**src/rtl/wb_responder.sv**
```systemverilog
// Wishbone register block (CSR/DPR/CMDR/FSMR) with programmable wait states
// and a fixed-duration command engine that raises a registered interrupt.
module wb_responder #(
    parameter int ADDR_WIDTH  = 2,
    parameter int DATA_WIDTH  = 8,
    parameter int WAIT_STATES = 1,
    parameter int CMD_CYCLES  = 16
) (
    input  logic                  clk_i,
    input  logic                  rst_i,
    input  logic                  cyc_i,
    input  logic                  stb_i,
    input  logic                  we_i,
    input  logic [ADDR_WIDTH-1:0] adr_i,
    input  logic [DATA_WIDTH-1:0] dat_i,
    output logic                  ack_o,
    output logic [DATA_WIDTH-1:0] dat_o,
    output logic                  irq_o
);

    typedef enum logic [1:0] {
        S_IDLE = 2'd0,
        S_BUSY = 2'd1,
        S_DONE = 2'd2
    } state_t;

    state_t r_state;
    state_t w_state_nx;

    logic                  r_ack;
    logic [3:0]            r_wait;
    logic [DATA_WIDTH-1:0] r_dat;
    logic                  r_e;
    logic                  r_ie;
    logic                  r_don;
    logic                  r_err;
    logic                  r_irq;
    logic [2:0]            r_cmd;
    logic [7:0]            r_dpr;
    logic [7:0]            r_count;

    logic       w_req;
    logic       w_acc;
    logic [1:0] w_adr;
    logic       w_csr_wr;
    logic       w_dpr_wr;
    logic       w_cmd_wr;
    logic       w_cmd_rd;
    logic       w_start;
    logic       w_abort;
    logic       w_finish;
    logic       w_busy;
    logic [7:0] w_fsmr;
    logic [7:0] w_rd8;
    logic       w_unused;

    assign w_req = cyc_i & stb_i;
    assign w_adr = adr_i[1:0];

    // The access happens on the edge that raises ack; the request must have
    // been held on every edge since it was first seen.
    assign w_acc    = w_req & ~r_ack & (r_wait == 4'(WAIT_STATES));
    assign w_csr_wr = w_acc &  we_i & (w_adr == 2'd0);
    assign w_dpr_wr = w_acc &  we_i & (w_adr == 2'd1);
    assign w_cmd_wr = w_acc &  we_i & (w_adr == 2'd2);
    assign w_cmd_rd = w_acc & ~we_i & (w_adr == 2'd2);

    assign w_start  = w_cmd_wr & r_e & ~w_busy;
    assign w_abort  = w_csr_wr & ~dat_i[7] & w_busy;
    assign w_finish = w_busy & ~w_abort & (r_count == 8'd1);

    assign w_unused = &{1'b0, adr_i, dat_i};

    // Bus handshake: a request seen while ack is high is ignored, so the
    // next transfer starts counting one cycle after the ack cycle.
    always_ff @(posedge clk_i) begin
        if (rst_i) begin
            r_ack  <= 1'b0;
            r_wait <= '0;
        end else if (r_ack || !w_req) begin
            r_ack  <= 1'b0;
            r_wait <= '0;
        end else if (w_acc) begin
            r_ack  <= 1'b1;
            r_wait <= '0;
        end else begin
            r_wait <= r_wait + 4'd1;
        end
    end

    always_ff @(posedge clk_i) begin
        if (rst_i) begin
            r_state <= S_IDLE;
        end else begin
            r_state <= w_state_nx;
        end
    end

    always_comb begin
        w_state_nx = r_state;
        case (r_state)
            S_IDLE, S_DONE: begin
                if (w_start) w_state_nx = S_BUSY;
            end
            S_BUSY: begin
                if (w_abort)                 w_state_nx = S_IDLE;
                else if (r_count == 8'd1)    w_state_nx = S_DONE;
            end
            default: w_state_nx = S_IDLE;
        endcase
    end

    always_comb begin
        w_busy = 1'b0;
        w_fsmr = 8'h00;
        case (r_state)
            S_BUSY: begin
                w_busy = 1'b1;
                w_fsmr = 8'h10;
            end
            S_DONE:  w_fsmr = 8'h20;
            default: w_fsmr = 8'h00;
        endcase
    end

    always_comb begin
        w_rd8 = 8'h00;
        case (w_adr)
            2'd0:    w_rd8 = {r_e, r_ie, 6'b000000};
            2'd1:    w_rd8 = r_dpr;
            2'd2:    w_rd8 = {r_don, 1'b0, 1'b0, r_err, 1'b0, r_cmd};
            default: w_rd8 = w_fsmr;
        endcase
    end

    always_ff @(posedge clk_i) begin
        if (rst_i) begin
            r_count <= '0;
        end else if (w_start) begin
            r_count <= 8'(CMD_CYCLES);
        end else if (w_abort) begin
            r_count <= '0;
        end else if (w_busy && r_count != 8'd0) begin
            r_count <= r_count - 8'd1;
        end
    end

    always_ff @(posedge clk_i) begin
        if (rst_i) begin
            r_e   <= 1'b0;
            r_ie  <= 1'b0;
            r_dpr <= '0;
            r_cmd <= '0;
            r_don <= 1'b0;
            r_err <= 1'b0;
            r_irq <= 1'b0;
            r_dat <= '0;
        end else begin
            if (w_csr_wr) begin
                r_e  <= dat_i[7];
                r_ie <= dat_i[6];
            end
            if (w_dpr_wr) r_dpr <= dat_i[7:0];
            if (w_start) begin
                r_cmd <= dat_i[2:0];
                r_don <= 1'b0;
                r_err <= 1'b0;
            end else if (w_finish) begin
                if (r_cmd <= 3'd5) r_don <= 1'b1;
                else               r_err <= 1'b1;
            end
            // Completion takes priority over any same-edge clear.
            if (w_finish && r_ie) begin
                r_irq <= 1'b1;
            end else if (w_start || w_cmd_rd || w_abort || (w_csr_wr && !dat_i[6])) begin
                r_irq <= 1'b0;
            end
            r_dat <= (w_acc && !we_i) ? DATA_WIDTH'(w_rd8) : '0;
        end
    end

    assign ack_o = r_ack;
    assign dat_o = r_dat;
    assign irq_o = r_irq;

endmodule

```
**config.mk**
```make
export PLATFORM = sky130hd
export DESIGN_NAME = wb_responder
export DESIGN_NICKNAME = d
export VERILOG_FILES = /design/src/rtl/wb_responder.sv
export SDC_FILE = /design/constraint.sdc
export NUM_CORES = 1
export LEC_CHECK = 0
export BUFFER_PORTS_ARGS = -buffer_cell sky130_fd_sc_hd__buf_2
export CAP_MARGIN = 20
export CORE_ASPECT_RATIO = 1.2
export CORE_MARGIN = 3
export CORE_UTILIZATION = 45
export DETAILED_ROUTE_END_ITERATION = 8
export HOLD_SLACK_MARGIN = 0.1
export PLACE_DENSITY = 0.65
export SLEW_MARGIN = 10
export SYNTH_ARGS = -nofsm -noshare
export SYNTH_HDL_FRONTEND = slang
export SYNTH_SLANG_ARGS = --single-unit
```
**constraint.sdc**
```tcl
create_clock -name clk_i -period 3.4 [get_ports clk_i]
set_clock_uncertainty 0.2 [all_clocks]
set_input_delay 0.17 -clock clk_i [delete_from_list [all_inputs] [get_ports clk_i]]
set_output_delay 0.17 -clock clk_i [all_outputs]
set_load 0.1 [all_outputs]
```
# Word level (Yosys, flattened, before mapping)
# Cells that the tools add are included.
dict set report op_classes {
  n_addsub 2
  magnitude_cmp 1
  reduce_logical 25
  muxes 12
  n_bitwise 22
  n_eq_ne 8
}
# cell n
set op_table {}
lappend op_table {{$pmux 8 s3} 1}
lappend op_table {{$and 1x1->1} 15}
lappend op_table {{$mux 5} 3}
lappend op_table {{$pmux 6 s2} 1}
lappend op_table {{$eq 8x1->1 const B} 1}
lappend op_table {{$reduce_bool 8->1} 1}
lappend op_table {{$reduce_or 2->1} 4}
lappend op_table {{$sub 8x1->8 const B} 1}
lappend op_table {{$not 1->1} 7}
lappend op_table {{$mux 2} 3}
lappend op_table {{$reduce_and 2->1} 3}
lappend op_table {{$reduce_or 3->1} 2}
lappend op_table {{$add 4x1->4 const B} 1}
lappend op_table {{$eq 2x1->1 const B} 2}
lappend op_table {{$eq 2x2->1 const B} 2}
lappend op_table {{$eq 4x1->1 const B} 1}
lappend op_table {{$logic_and 1x1->1} 4}
lappend op_table {{$logic_not 2->1} 2}
lappend op_table {{$logic_or 1x1->1} 4}
lappend op_table {{$pmux 2 s2} 1}
lappend op_table {{$le 3x3->1 const B} 1}
lappend op_table {{$logic_not 1->1} 3}
lappend op_table {{$mux 1} 3}
lappend op_table {{$ne 3x3->1 const B} 1}
lappend op_table {{other kinds (3)} 3}
dict set report word_totals {
  word_cells 83
  output_inout_bits 10
  reg_bits 39
  inputBits 15
}

# Depth between registers and ports, before layout
dict set report depth {
  word_depth 12
  mapped_depth 9
  ltp_nobuf 7
}

# Least setup slack after synthesis
# No wires, ideal clock.
dict set report synth_path {
  kind {reg-to-reg}
  start {register r_ack, in the netlist ack_o}
  end {register r_count[1]}
  setup_ps 88
  path_stages_with_launch 8
  synth_period_minus_slack_ps 2615
  path_buffers 2
  t_arrival_ps 2327
  path_slack_ps 785
  required_ps 3112
  path_cell_list {dfxtp_1 -> and3b_4 -> and3_1 -> buf_6 -> and4_4 -> or3_1 -> buf_6 -> a311oi_2}
}
dict set report synth_between {
  elab_chain_cells 8
  elab_cells_between_ends 11
  classes_between {bitwise (10); reduce/logical (1)}
}
# element line
set synth_rtl {}
lappend synth_rtl {{start, declared} 30} ;# logic r_ack;
lappend synth_rtl {{start signal, assigned} 78} ;# r_ack <= 1'b0;
lappend synth_rtl {{start signal, assigned} 81} ;# r_ack <= 1'b0;
lappend synth_rtl {{start signal, assigned} 84} ;# r_ack <= 1'b1;
lappend synth_rtl {{$not 1->1 *} 62} ;# assign w_acc = w_req & ~r_ack & (r_wait == 4'(WAIT_STATES));
lappend synth_rtl {{$and 1x1->1 * (2 in a row)} 62}
lappend synth_rtl {{$and 1x1->1 *} {63, 65}}
lappend synth_rtl {{$and 1x1->1, on equally long branches} {65, 63}}
lappend synth_rtl {{$and 1x1->1, on equally long branches (2 in a row)} {68, 69}}
lappend synth_rtl {{$reduce_or 3->1 (no line) *} --}
lappend synth_rtl {{end signal, assigned} 140} ;# r_count <= 8'(CMD_CYCLES);
lappend synth_rtl {{end signal, assigned} 144} ;# r_count <= r_count - 8'd1;
lappend synth_rtl {{end, declared} 40} ;# logic [7:0] r_count;
# Every way passes the cells marked *; elsewhere a longest branch is shown, timed or not.
# A chain may end at the register's enable or synchronous reset.

# Worst setup path in the final report
dict set report layout_path {
  start {register r_wait[0]}
  end {register r_dpr[3]}
}
dict set report layout_between {
  elab_chain_cells 4
}
# element line
set layout_rtl {}
lappend layout_rtl {{start, declared} 31} ;# logic [3:0] r_wait;
lappend layout_rtl {{start signal, assigned} 87} ;# r_wait <= r_wait + 4'd1;
lappend layout_rtl {{$eq 4x1->1} 62}
lappend layout_rtl {{$and 1x1->1} 62}
lappend layout_rtl {{$and 1x1->1 (2 in a row)} 64} ;# assign w_dpr_wr = w_acc & we_i & (w_adr == 2'd1);
lappend layout_rtl {{end signal, assigned} 163} ;# if (w_dpr_wr) r_dpr <= dat_i[7:0];
lappend layout_rtl {{end, declared} 39} ;# logic [7:0] r_dpr;
# Every way passes these cells.

==> results.txt <==
CP Class: reg -> reg
slowest stage delay, CP: 570 ps
P_sw: 175 µW
Seq/Total Area, Yosys: 0.452
Largest delay share family, worst path: simple AND/OR/NAND/NOR gates
ys flop type: dfxtp_1
area grow syn2layout: 23.4%
gr ovfl total: 0
Worst EP required: 3370 ps
pin count of the biggest net entering global routing: 23
Post-Route WL: 3770 µm
Buf/Inv on CP: 1
Worst VDD drop: 0.000333 V
most common cell after layout, fill and taps aside: dfxtp_1
ANT cells: 0
post-layout min period: 2620 ps
Detail Placement HPWL: 2720 µm
EDFF count, synth: 0
initial antenna violation count: 0
port buffer count: 24
Max Clk Rate: 0.382 GHz
Top Ports: 25
Die Span Y: 73.9 µm
CTS tree: yes
Final nets: 248
Syn Area/Cell: 9.09 µm²
vias in the first global route: 1436
Synth Area in Simple Gates: 0.261
final setup fails: 0
Logic pwr share: 0.046
mux share of post-synthesis cell area: 0.0760
Resized cells post-CTS: 0
CP Capture Type: register
PD cells: 417 nW/µm²
Synth top area share: 0.452
WL per Instance: 13.4 µm
Die Footprint: 4620 µm²
Skew-Pair Late Insertion Delay: 280 ps
number of CTS-inserted buffers: 5
Num Clock Sinks: 39
row count: 24
post-CTS setup buffer count: 0
routed vias: 1475
worst slew pin tran: 576 ps
Initial DRT Pass Iterations: 4
Routed Antenna Nets: 0
layout cell share with drive strength beyond 1: 0.179
vias per cell: 5.25
final instance area: 2130 µm²
Synth area leader: dfxtp_1
clock power share: 0.438
cell-by-cell trace of the critical path: ha_1 > nor3b_2 > and3_1 > and2_2 > mux2i_1 > nor2_1 > dlygate4sd3_1
Async S/R FF share, synth: 0
Yosys cell types: 43
Adder-Cell Fraction of Synth Area: 0.0362
synthesis-stage register bit count: 39
H-tree lvl count: 2
class of the worst hold path: in -> reg
Root Buffer: clkbuf_8
Synth Area in XOR/XNOR: 0.0253
Final Hold Fails: 0
Worst setup SP type: register
most frequent cells in the layout: dfxtp_1, nor2_1, buf_2, nand2_1, dlygate4sd3_1
P_int: 714 µW
first-pass GRT wire length: 6330 µm
Max Cap Violations: 0
GPL Wtd Cong: 0.786
gr usage total: 0.175
CTS Buffer Depth: 2
initial DRC count: 52
CP arrival: 2590 ps
Netlist Area Pre-Place: 1730 µm²
Cells after Synth: 190
CP Max Fanout: 8
core area: 3660 µm²
Synth area leaders: dfxtp_1, nor2_1, mux2i_1
Critical Path Slowest Stage Cell: dlygate4sd3_1
Final TNS setup: 0 ps
Final Max Slew Viols: 0
fin crit share: 0.770
Net Count, Synth: 210
RSZ-0062 raised after global routing: false
Die W: 62.6 µm
status: completed
Initial Util: 0.472
Leakage: 0.000844 µW
largest family of logic cells by synthesized area: simple AND/OR/NAND/NOR gates
Synth Area in Compound Gates: 0.103
CTS clock-pin slew for the worst setup and hold paths: 70 ps
Seq pwr share: 0.515
Placed Area: 1850 µm²
hold_ws: 167 ps
switch share: 0.196
yosys warns: 0
Slew HR: 0.611
DRC errors left: 0
registers in the layout, indices dropped and copies added, names as in the netlist:
name and flops:
dat_o 8, r_count 8, r_dpr 8, r_wait 4, r_cmd 3, r_state 2
ack_o 1, irq_o 1, r_don 1, r_e 1, r_err 1, r_ie 1
final timing paths:
path	from	endpoint	slack, ps	cells past startpoint
max	r_wait[0]$_SDFF_PP0_	r_dpr[3]$_SDFFE_PP0P_	780	7
min	we_i	irq_o$_SDFFE_PP0P_	170	4
min reg2reg	r_cmd[0]$_SDFFE_PP0P_	r_cmd[0]$_SDFFE_PP0P_	270	2
max reg2reg	r_wait[0]$_SDFF_PP0_	r_dpr[3]$_SDFFE_PP0P_	780	7
cells by family (layout without fill, tap and decap cells):
family	after synthesis	count (layout)
compound gates	25	25
xor+xnor	5	5
fa+ha+maj	5	5
buf+inv	15	54
flops	39	39
mux	13	13
simple gates	88	88
worst register-to-register path, cell delays in order, from the launching register on:
cell           delay [ps]
dfxtp_1               390
ha_1                  160
nor3b_2               230
and3_1                320
and2_2                360
mux2i_1               220
nor2_1                 50
dlygate4sd3_1         570
power groups by stage:
| stage | registers (µW) | logic [µW] | clock network [µW] |
|---|---|---|---|
| after floorplan | 469 | 19.6 | 0 |
| after global placement | 469 | 30.6 | 0 |
| after detailed placement | 469 | 31.0 | 0 |
| after CTS | 458 | 40.9 | 401 |
| after global routing | 458 | 44.8 | 416 |
| final | 458 | 41.1 | 390 |
what timing repair did:
action / in CTS / in global routing
endpoints found under the hold margin: 21 / 0
hold buffers: 16 / 0
setup endpoints to repair: 0 / 0
stage by stage:
step	worst slack, ps	cells	power [µW]	util
floorplan	785	190	489	-
global placement	1270	257	499	0.506
detailed placement	1170	257	500	0.506
CTS	803	281	900	0.582
global route	608	281	919	0.582
finish	783	281	889	0.582
routing by layer:
| metal | share of wire | routed length (µm) | global-route usage |
|---|---|---|---|
| met1 | 0.41 | 1560 | 0.183 |
| met4 | 0.021 | 78 | 0.0907 |
| met5 | 0 | 0 | 0 |
| met3 | 0.034 | 129 | 0.0459 |
| met2 | 0.53 | 2000 | 0.325 |
synthesized netlist by cell type, drive strengths merged, types with 2 or more instances:
library cell / count
xnor2: 3
nor2: 33
nand3: 3
mux2i: 12
ha: 5
a21oi: 9
nand3b: 2
nor2b: 3
dfxtp: 39
buf: 5
or3: 3
or4: 2
nor3: 6
nor4b: 2
inv: 6
nor4: 2
a22oi: 4
a31oi: 3
clkbuf: 4
nand2b: 4
nor3b: 2
xor2: 2
nand2: 19
area by class of cell:
cell class              instances  area (µm²)
repair buffers                 40         280
clock inverters                 2        35.0
clock buffers                   6        82.6
well taps                      52        65.1
multi-input cells             136         866
flip-flops and latches         39         781
inverters                       6        22.5
fillers                       356        1530
Note: power is estimated with default switching activity, not from simulation.
